--- src/rtl/systolic_ctrl.sv ---
// systolic_ctrl: weight-load / settle / stream / drain sequencer for one PE array.
// Optional WCLR_EN adds Clr_W, turning the load sweep into a weight-clear sweep.
module systolic_ctrl #(
    parameter int ROWS       = 8,
    parameter int BIT_ROW_ID = 4,
    parameter int BIT_VALID  = 8,
    parameter int BIT_VEC    = 9,
    parameter int DRAIN_CYC  = 17
) (
    input  logic                  CLK,
    input  logic                  RST,
    input  logic                  Start,
`ifdef WCLR_EN
    input  logic                  Clr_W,
`endif
    input  logic                  Keep_W,
    input  logic [BIT_VEC-1:0]    Num_Vec,
    output logic                  Busy,
    output logic                  Done,
    output logic                  W_Rd,
    output logic [BIT_ROW_ID-1:0] W_Addr,
    output logic                  EN_W,
    output logic [BIT_ROW_ID-1:0] EN_ID,
    output logic                  I_Rd,
    output logic [BIT_VEC-1:0]    I_Addr,
    output logic [BIT_VEC-1:0]    Addr_P,
    output logic [BIT_VALID-1:0]  Valid_P
);

    typedef enum logic [2:0] {
        S_IDLE,
        S_LOAD,
        S_SETTLE,
        S_STREAM,
        S_DRAIN
    } state_t;

    // No row matches this tag, so idle cycles never disturb resident weights.
    localparam logic [BIT_ROW_ID-1:0] IDLE_TAG = BIT_ROW_ID'(ROWS);
    localparam logic [BIT_VEC-1:0] LOAD_LAST   = BIT_VEC'(ROWS - 1);
    localparam logic [BIT_VEC-1:0] SETTLE_LAST = BIT_VEC'(ROWS);
    // DRAIN state spans DRAIN_CYC-1 cycles; Done lands on the IDLE-entry cycle,
    // DRAIN_CYC cycles after the last input issue.
    localparam logic [BIT_VEC-1:0] DRAIN_LAST  = BIT_VEC'(DRAIN_CYC - 2);

    state_t             state;
    state_t             state_nxt;
    logic [BIT_VEC-1:0] cnt;
    logic [BIT_VEC-1:0] cnt_nxt;
    logic [BIT_VEC-1:0] cnt_inc;
    logic [BIT_VEC-1:0] num_q;
    logic [BIT_VEC-1:0] num_nxt;
    logic               clr_q;
    logic               clr_nxt;
    logic               done_nxt;
    logic               go_load;
    logic               start_clr;
    logic               in_load;

`ifdef WCLR_EN
    assign start_clr = Clr_W;
`else
    assign start_clr = 1'b0;
`endif

    // Clear has priority over reuse of resident weights.
    assign go_load = start_clr | ~Keep_W;

    // Counter saturates at all-ones so it can never wrap inside a command.
    assign cnt_inc = (cnt == '1) ? cnt : cnt + BIT_VEC'(1);

    assign in_load = (state == S_LOAD);
    assign Busy    = (state != S_IDLE);
    assign W_Rd    = in_load & ~clr_q;
    assign W_Addr  = in_load ? cnt[BIT_ROW_ID-1:0] : '0;
    assign I_Rd    = (state == S_STREAM);
    assign I_Addr  = I_Rd ? cnt : '0;

    // State, counter, latched command and one-cycle-delayed array tags.
    always_ff @(posedge CLK) begin
        if (RST) begin
            state   <= S_IDLE;
            cnt     <= '0;
            num_q   <= '0;
            clr_q   <= 1'b0;
            Done    <= 1'b0;
            EN_W    <= 1'b0;
            EN_ID   <= IDLE_TAG;
            Addr_P  <= '0;
            Valid_P <= '0;
        end else begin
            state   <= state_nxt;
            cnt     <= cnt_nxt;
            num_q   <= num_nxt;
            clr_q   <= clr_nxt;
            Done    <= done_nxt;
            EN_W    <= W_Rd;
            EN_ID   <= in_load ? W_Addr : IDLE_TAG;
            Addr_P  <= I_Rd ? I_Addr : '0;
            Valid_P <= {BIT_VALID{I_Rd}};
        end
    end

    // Next-state and counter sequencing for the command flow.
    always_comb begin
        state_nxt = state;
        cnt_nxt   = cnt;
        num_nxt   = num_q;
        clr_nxt   = clr_q;
        done_nxt  = 1'b0;
        unique case (state)
            S_IDLE: begin
                cnt_nxt = '0;
                if (Start) begin
                    num_nxt = Num_Vec;
                    clr_nxt = start_clr;
                    if (go_load)
                        state_nxt = S_LOAD;
                    else if (Num_Vec == '0)
                        state_nxt = S_DRAIN;
                    else
                        state_nxt = S_STREAM;
                end
            end
            S_LOAD: begin
                if (cnt == LOAD_LAST) begin
                    state_nxt = S_SETTLE;
                    cnt_nxt   = '0;
                end else begin
                    cnt_nxt = cnt_inc;
                end
            end
            S_SETTLE: begin
                if (cnt == SETTLE_LAST) begin
                    state_nxt = (num_q != '0) ? S_STREAM : S_DRAIN;
                    cnt_nxt   = '0;
                end else begin
                    cnt_nxt = cnt_inc;
                end
            end
            S_STREAM: begin
                if (cnt == num_q - BIT_VEC'(1)) begin
                    state_nxt = S_DRAIN;
                    cnt_nxt   = '0;
                end else begin
                    cnt_nxt = cnt_inc;
                end
            end
            S_DRAIN: begin
                if (cnt == DRAIN_LAST) begin
                    state_nxt = S_IDLE;
                    cnt_nxt   = '0;
                    done_nxt  = 1'b1;
                end else begin
                    cnt_nxt = cnt_inc;
                end
            end
            default: begin
                state_nxt = S_IDLE;
                cnt_nxt   = '0;
            end
        endcase
    end

endmodule

--- config.mk ---
export PLATFORM = sky130hd
export DESIGN_NAME = systolic_ctrl
export DESIGN_NICKNAME = d
export VERILOG_FILES = /design/src/rtl/systolic_ctrl.sv
export SDC_FILE = /design/constraint.sdc
export NUM_CORES = 1
export LEC_CHECK = 0
export ABC_AREA = 1
export BUFFER_PORTS_ARGS = -buffer_cell sky130_fd_sc_hd__buf_2
export CAP_MARGIN = 25
export CORE_ASPECT_RATIO = 1.5
export CORE_MARGIN = 2
export CORE_UTILIZATION = 47
export DETAILED_ROUTE_END_ITERATION = 8
export PLACE_DENSITY = 0.7
export RECOVER_POWER = 50
export SYNTH_ARGS = -nofsm -noshare
export SYNTH_HDL_FRONTEND = slang
export SYNTH_SLANG_ARGS = --single-unit
--- constraint.sdc ---
create_clock -name CLK -period 2 [get_ports CLK]
set_input_delay 0.2 -clock CLK [delete_from_list [all_inputs] [get_ports CLK]]
set_output_delay 0.2 -clock CLK [all_outputs]
set_load 0.01 [all_outputs]
==> run_summary.xml <==
<?xml version="1.0" encoding="UTF-8"?>
<metrics>
  <group name="outcome">
    <metric name="result_of_the_run" unit="">finished clean</metric>
  </group>
  <group name="job">
    <metric name="cap_violations" unit="">0</metric>
  </group>
  <group name="route">
    <metric name="routedWlPerCell" unit="um">11.78</metric>
    <metric name="viasPerCell" unit="">4.911</metric>
    <metric name="routed_wirelength" unit="um">4383</metric>
    <metric name="detailroute.via_count" unit="">1827</metric>
    <metric name="drc" unit="">0</metric>
    <metric name="ant_nets" unit="">0</metric>
    <metric name="drt_first_pass_iters" unit="">4</metric>
    <metric name="drtIter0Drc" unit="">44</metric>
  </group>
  <group name="cells_and_area">
    <metric name="area_growth_syn_to_layout" unit="%">17.12</metric>
    <metric name="final_net_count" unit="">341</metric>
    <metric name="layout-drive-gt1-share" unit="">0.2209</metric>
    <metric name="finalCoreUtilization" unit="">0.5629</metric>
    <metric name="diodes" unit="">0</metric>
    <metric name="layoutNonFillerInstCount" unit="">372</metric>
    <metric name="finish.instance_area" unit="mm^2">0.002328</metric>
  </group>
  <group name="clock_tree">
    <metric name="numCtsBuffers" unit="">5</metric>
    <metric name="path_clk_slew" unit="ns">0.08</metric>
    <metric name="cts_tree" unit="">done</metric>
    <metric name="post-cts-setup-buffer-count" unit="">0</metric>
    <metric name="clock_latency_reported_for_the_late_side_of_the_worst_skew_pair" unit="ns">0.29</metric>
    <metric name="cts.repair.resized" unit="">0</metric>
    <metric name="cts_hold_repair.buffers" unit="">0</metric>
    <metric name="clock_sink_count" unit="">37</metric>
    <metric name="largest_buffer_count_on_any_clock_path" unit="">2</metric>
    <metric name="cts_htree_levels" unit="">2</metric>
    <metric name="clock-root-buffer" unit="">clkbuf_8</metric>
  </group>
  <group name="placed_design">
    <metric name="hpwl" unit="um">3341</metric>
    <metric name="portBuffers" unit="">51</metric>
    <metric name="finalWeightedCongestion" unit="">0.9024</metric>
    <metric name="place_area" unit="mm^2">0.002231</metric>
    <metric name="place_inst" unit="">364</metric>
  </group>
  <group name="setup_path">
    <metric name="max_fanout_on_critical_path" unit="">16</metric>
    <metric name="number_of_cell_instances_on_the_worst_register_to_register_path" unit="">13</metric>
    <metric name="reg2reg_to" unit="">cnt[0]</metric>
    <metric name="critical_path_class" unit="">reg2out</metric>
    <metric name="startpoint_type" unit="">flip-flop</metric>
    <metric name="cpMostUsedCell" unit="">inv_1</metric>
    <metric name="rrSetupSlack" unit="ns">0.22</metric>
    <metric name="critical_path_required" unit="ns">1.80</metric>
    <metric name="critPathMaxStageDelay" unit="ns">0.39</metric>
    <metric name="cpMaxStageDelayCell" unit="">dfxtp_1</metric>
    <metric name="crit_arrival" unit="ns">1.61</metric>
    <metric name="worst_r2r_startpoint" unit="">num_q[0]</metric>
    <metric name="crit_path_cell_trace" unit="">inv_1, nor2_1, inv_1, nor2_2, inv_1, nor2_1, buf_2</metric>
    <metric name="worstSetupEndpointType" unit="">output pin</metric>
  </group>
  <group name="worst_hold_path">
    <metric name="worstHoldStart" unit="">Num_Vec[7]</metric>
    <metric name="min_delay_worst_endpoint" unit="">num_q[7]</metric>
    <metric name="min_delay_path_depth" unit="">3</metric>
    <metric name="timing.hold.worst.class" unit="">in2reg</metric>
  </group>
  <group name="sta">
    <metric name="tns" unit="ns">0</metric>
    <metric name="max_clock_freq" unit="GHz">0.5539</metric>
    <metric name="setup_viol" unit="">0</metric>
    <metric name="timing.final.max_slew_violations" unit="">0</metric>
    <metric name="timing.final.hold_violations" unit="">0</metric>
    <metric name="fin_skew" unit="ns">0.007930</metric>
    <metric name="finalCritPeriodShare" unit="">0.9028</metric>
    <metric name="slew_headroom" unit="">0.7008</metric>
    <metric name="rsz0062_at_grt" unit="">no</metric>
    <metric name="tightest_pin_transition" unit="ns">0.4484</metric>
    <metric name="post-route-min-period" unit="ns">1.806</metric>
  </group>
  <group name="floorplan">
    <metric name="die-height" unit="um">83.66</metric>
    <metric name="floorplan.initialDensity" unit="">0.4806</metric>
    <metric name="io-pin-count" unit="">52</metric>
    <metric name="die-area" unit="mm^2">0.004777</metric>
    <metric name="floorplan.die.width" unit="um">57.11</metric>
    <metric name="core-area" unit="mm^2">0.004136</metric>
    <metric name="placementRows" unit="">29</metric>
  </group>
  <group name="global_route">
    <metric name="first_global_vias" unit="">1664</metric>
    <metric name="grt_overflow" unit="">0</metric>
    <metric name="wire_length_of_the_first_global_routing_pass" unit="um">7320</metric>
    <metric name="antenna_found_initial" unit="">0</metric>
    <metric name="grt_start_max_net_pins" unit="">19</metric>
    <metric name="grtUsageTotal" unit="">0.1932</metric>
  </group>
  <group name="pwr">
    <metric name="total_switching_power" unit="uW">1072</metric>
    <metric name="cellLeakagePower" unit="uW">0.001006</metric>
    <metric name="pwr-share-seq" unit="">0.327</metric>
    <metric name="power.clock.fraction" unit="">0.279</metric>
    <metric name="p_sw_frac" unit="">0.3836</metric>
    <metric name="vdd.ir_drop.worst" unit="mV">0.9289</metric>
    <metric name="power_per_cell_area" unit="mW/mm^2">1200</metric>
    <metric name="power_frac_comb" unit="">0.394</metric>
    <metric name="cellInternalPower" unit="uW">1722</metric>
  </group>
  <group name="synth">
    <metric name="postSynthRegisterBits" unit="">37</metric>
    <metric name="synth_area" unit="mm^2">0.001988</metric>
    <metric name="muxShareOfSynthArea" unit="">0</metric>
    <metric name="mean_post_synth_cell_area" unit="um^2">7.126</metric>
    <metric name="synth_largest_area_cell" unit="">dfxtp_1</metric>
    <metric name="synth_enable_flop_cells" unit="">0</metric>
    <metric name="async_reset_ff_frac" unit="">0</metric>
    <metric name="compound_cell_area_share_of_the_yosys_netlist" unit="">0.08244</metric>
    <metric name="synth-simple-area-share" unit="">0.3738</metric>
    <metric name="synthDominantCellAreaShare" unit="">0.3726</metric>
    <metric name="synth.distinct_cells" unit="">28</metric>
    <metric name="net_count_of_the_mapped_netlist" unit="">295</metric>
    <metric name="synth_common_cells" unit="">nand2_1, nor2_1, dfxtp_1</metric>
    <metric name="synthCells" unit="">279</metric>
    <metric name="share_of_the_synthesized_netlist_area_taken_by_xor_and_xnor_gates" unit="">0.03335</metric>
    <metric name="ys.flop_type" unit="">dfxtp_1</metric>
    <metric name="synth.most_common_cell" unit="">nand2_1</metric>
    <metric name="synthAdderAreaFrac" unit="">0.01888</metric>
    <metric name="synth.yosys.seq_area_share" unit="">0.3726</metric>
    <metric name="synth_top_family_by_area" unit="">simple AND/OR/NAND/NOR gates</metric>
    <metric name="ys_warn_count" unit="">0</metric>
    <metric name="netlist_top_cells_area" unit="">dfxtp_1, nand2_1, nor2_1</metric>
  </group>
</metrics>
-- per-layer routing --
layer,vias up,part of all wire,GRT usage,wire [um]
met5,-,0,0,0
met4,0,0.020,0.07611,87
met3,8,0.049,0.03256,216
met2,53,0.51,0.3501,2233
met1,801,0.42,0.2175,1845
li1,965,-,-,-
-- stage by stage --
step                total power [uW]  setup WS, ns  hold slack [ns]
finish                          2794        0.1945           0.1877
global route                    2999       0.05251           0.2054
CTS                             2830        0.1709           0.1845
detailed placement              2041        0.2126           0.4719
global placement                2035        0.2106           0.4615
floorplan                       1819        0.3903           0.3643
-- critical path: cells and delay by family, from the launching register on --
family | cells | cell delay [ns]
buffers and inverters | 4 | 0.51
and+or+nand+nor | 3 | 0.41
DFF | 1 | 0.39
-- layout by cell type, fill, tap and decap left out --
master,synthesis,routed
a21oi_1,15,15
a21oi_2,1,1
and3_1,1,1
buf_2,2,26
bufinv_16,0,2
clkbuf_1,4,26
clkbuf_8,0,5
clkinv_1,1,1
clkinv_2,1,1
dfxtp_1,37,37
ha_1,3,3
inv_1,28,30
inv_2,12,10
inv_6,0,1
nand2_1,40,40
nand2_4,3,3
nand3_1,18,18
nand3_2,4,4
nand3_4,1,1
nand3b_1,1,1
nand4_1,5,5
nor2_1,39,39
nor2_2,13,13
nor2_4,3,3
nor3_1,15,16
nor3_2,3,2
o21ai_0,12,12
o21ai_1,4,4
xnor3_1,1,1
xor2_1,5,5
-- cell families (layout without fill, tap and decap cells) --
kind of cell | after synthesis | in the layout
xor+xnor | 6 | 6
fa+ha+maj | 3 | 3
compound gates | 32 | 32
simple gates | 146 | 146
buf+inv | 55 | 102
flops | 37 | 37
-- power by group through the flow --
| stage | Clock [uW] | Combinational [uW] | Sequential (uW) |
|---|---|---|---|
| floorplan | 0 | 897 | 922 |
| global placement | 0 | 1110 | 928 |
| detailed placement | 0 | 1110 | 929 |
| CTS | 790 | 1130 | 913 |
| global route | 818 | 1260 | 924 |
| finish | 780 | 1100 | 913 |
-- layout make-up --
| cell class | instances | area, um^2 |
|---|---|---|
| Clock inverter | 3 | 68.82 |
| Multi-Input combinational cell | 187 | 1006 |
| Clock buffer | 5 | 68.82 |
| Sequential cell | 37 | 740.7 |
| Tap cell | 46 | 57.56 |
| Fill cell | 418 | 1808 |
| Inverter | 42 | 158.9 |
| Timing Repair Buffer | 52 | 227.7 |
-- registers in the layout (all words and copies together), names as in the netlist --
name,count
num_q,9
EN_ID,4
Valid_P,1
Addr_P,9
state,3
cnt,9
EN_W,1
Done,1
-- worst max-delay path by stage --
stage             start  cells after the start         to
2_1_floorplan  num_q[0]                     12     cnt[1]
3_3_place_gp   num_q[0]                     12     cnt[0]
3_5_place_dp   num_q[0]                     13     cnt[0]
4_1_cts        state[1]                      7  I_Addr[3]
5_1_grt        state[0]                      5  W_Addr[1]
6_report       state[1]                      7  I_Addr[3]
Note: power is estimated with default switching activity, not from simulation.
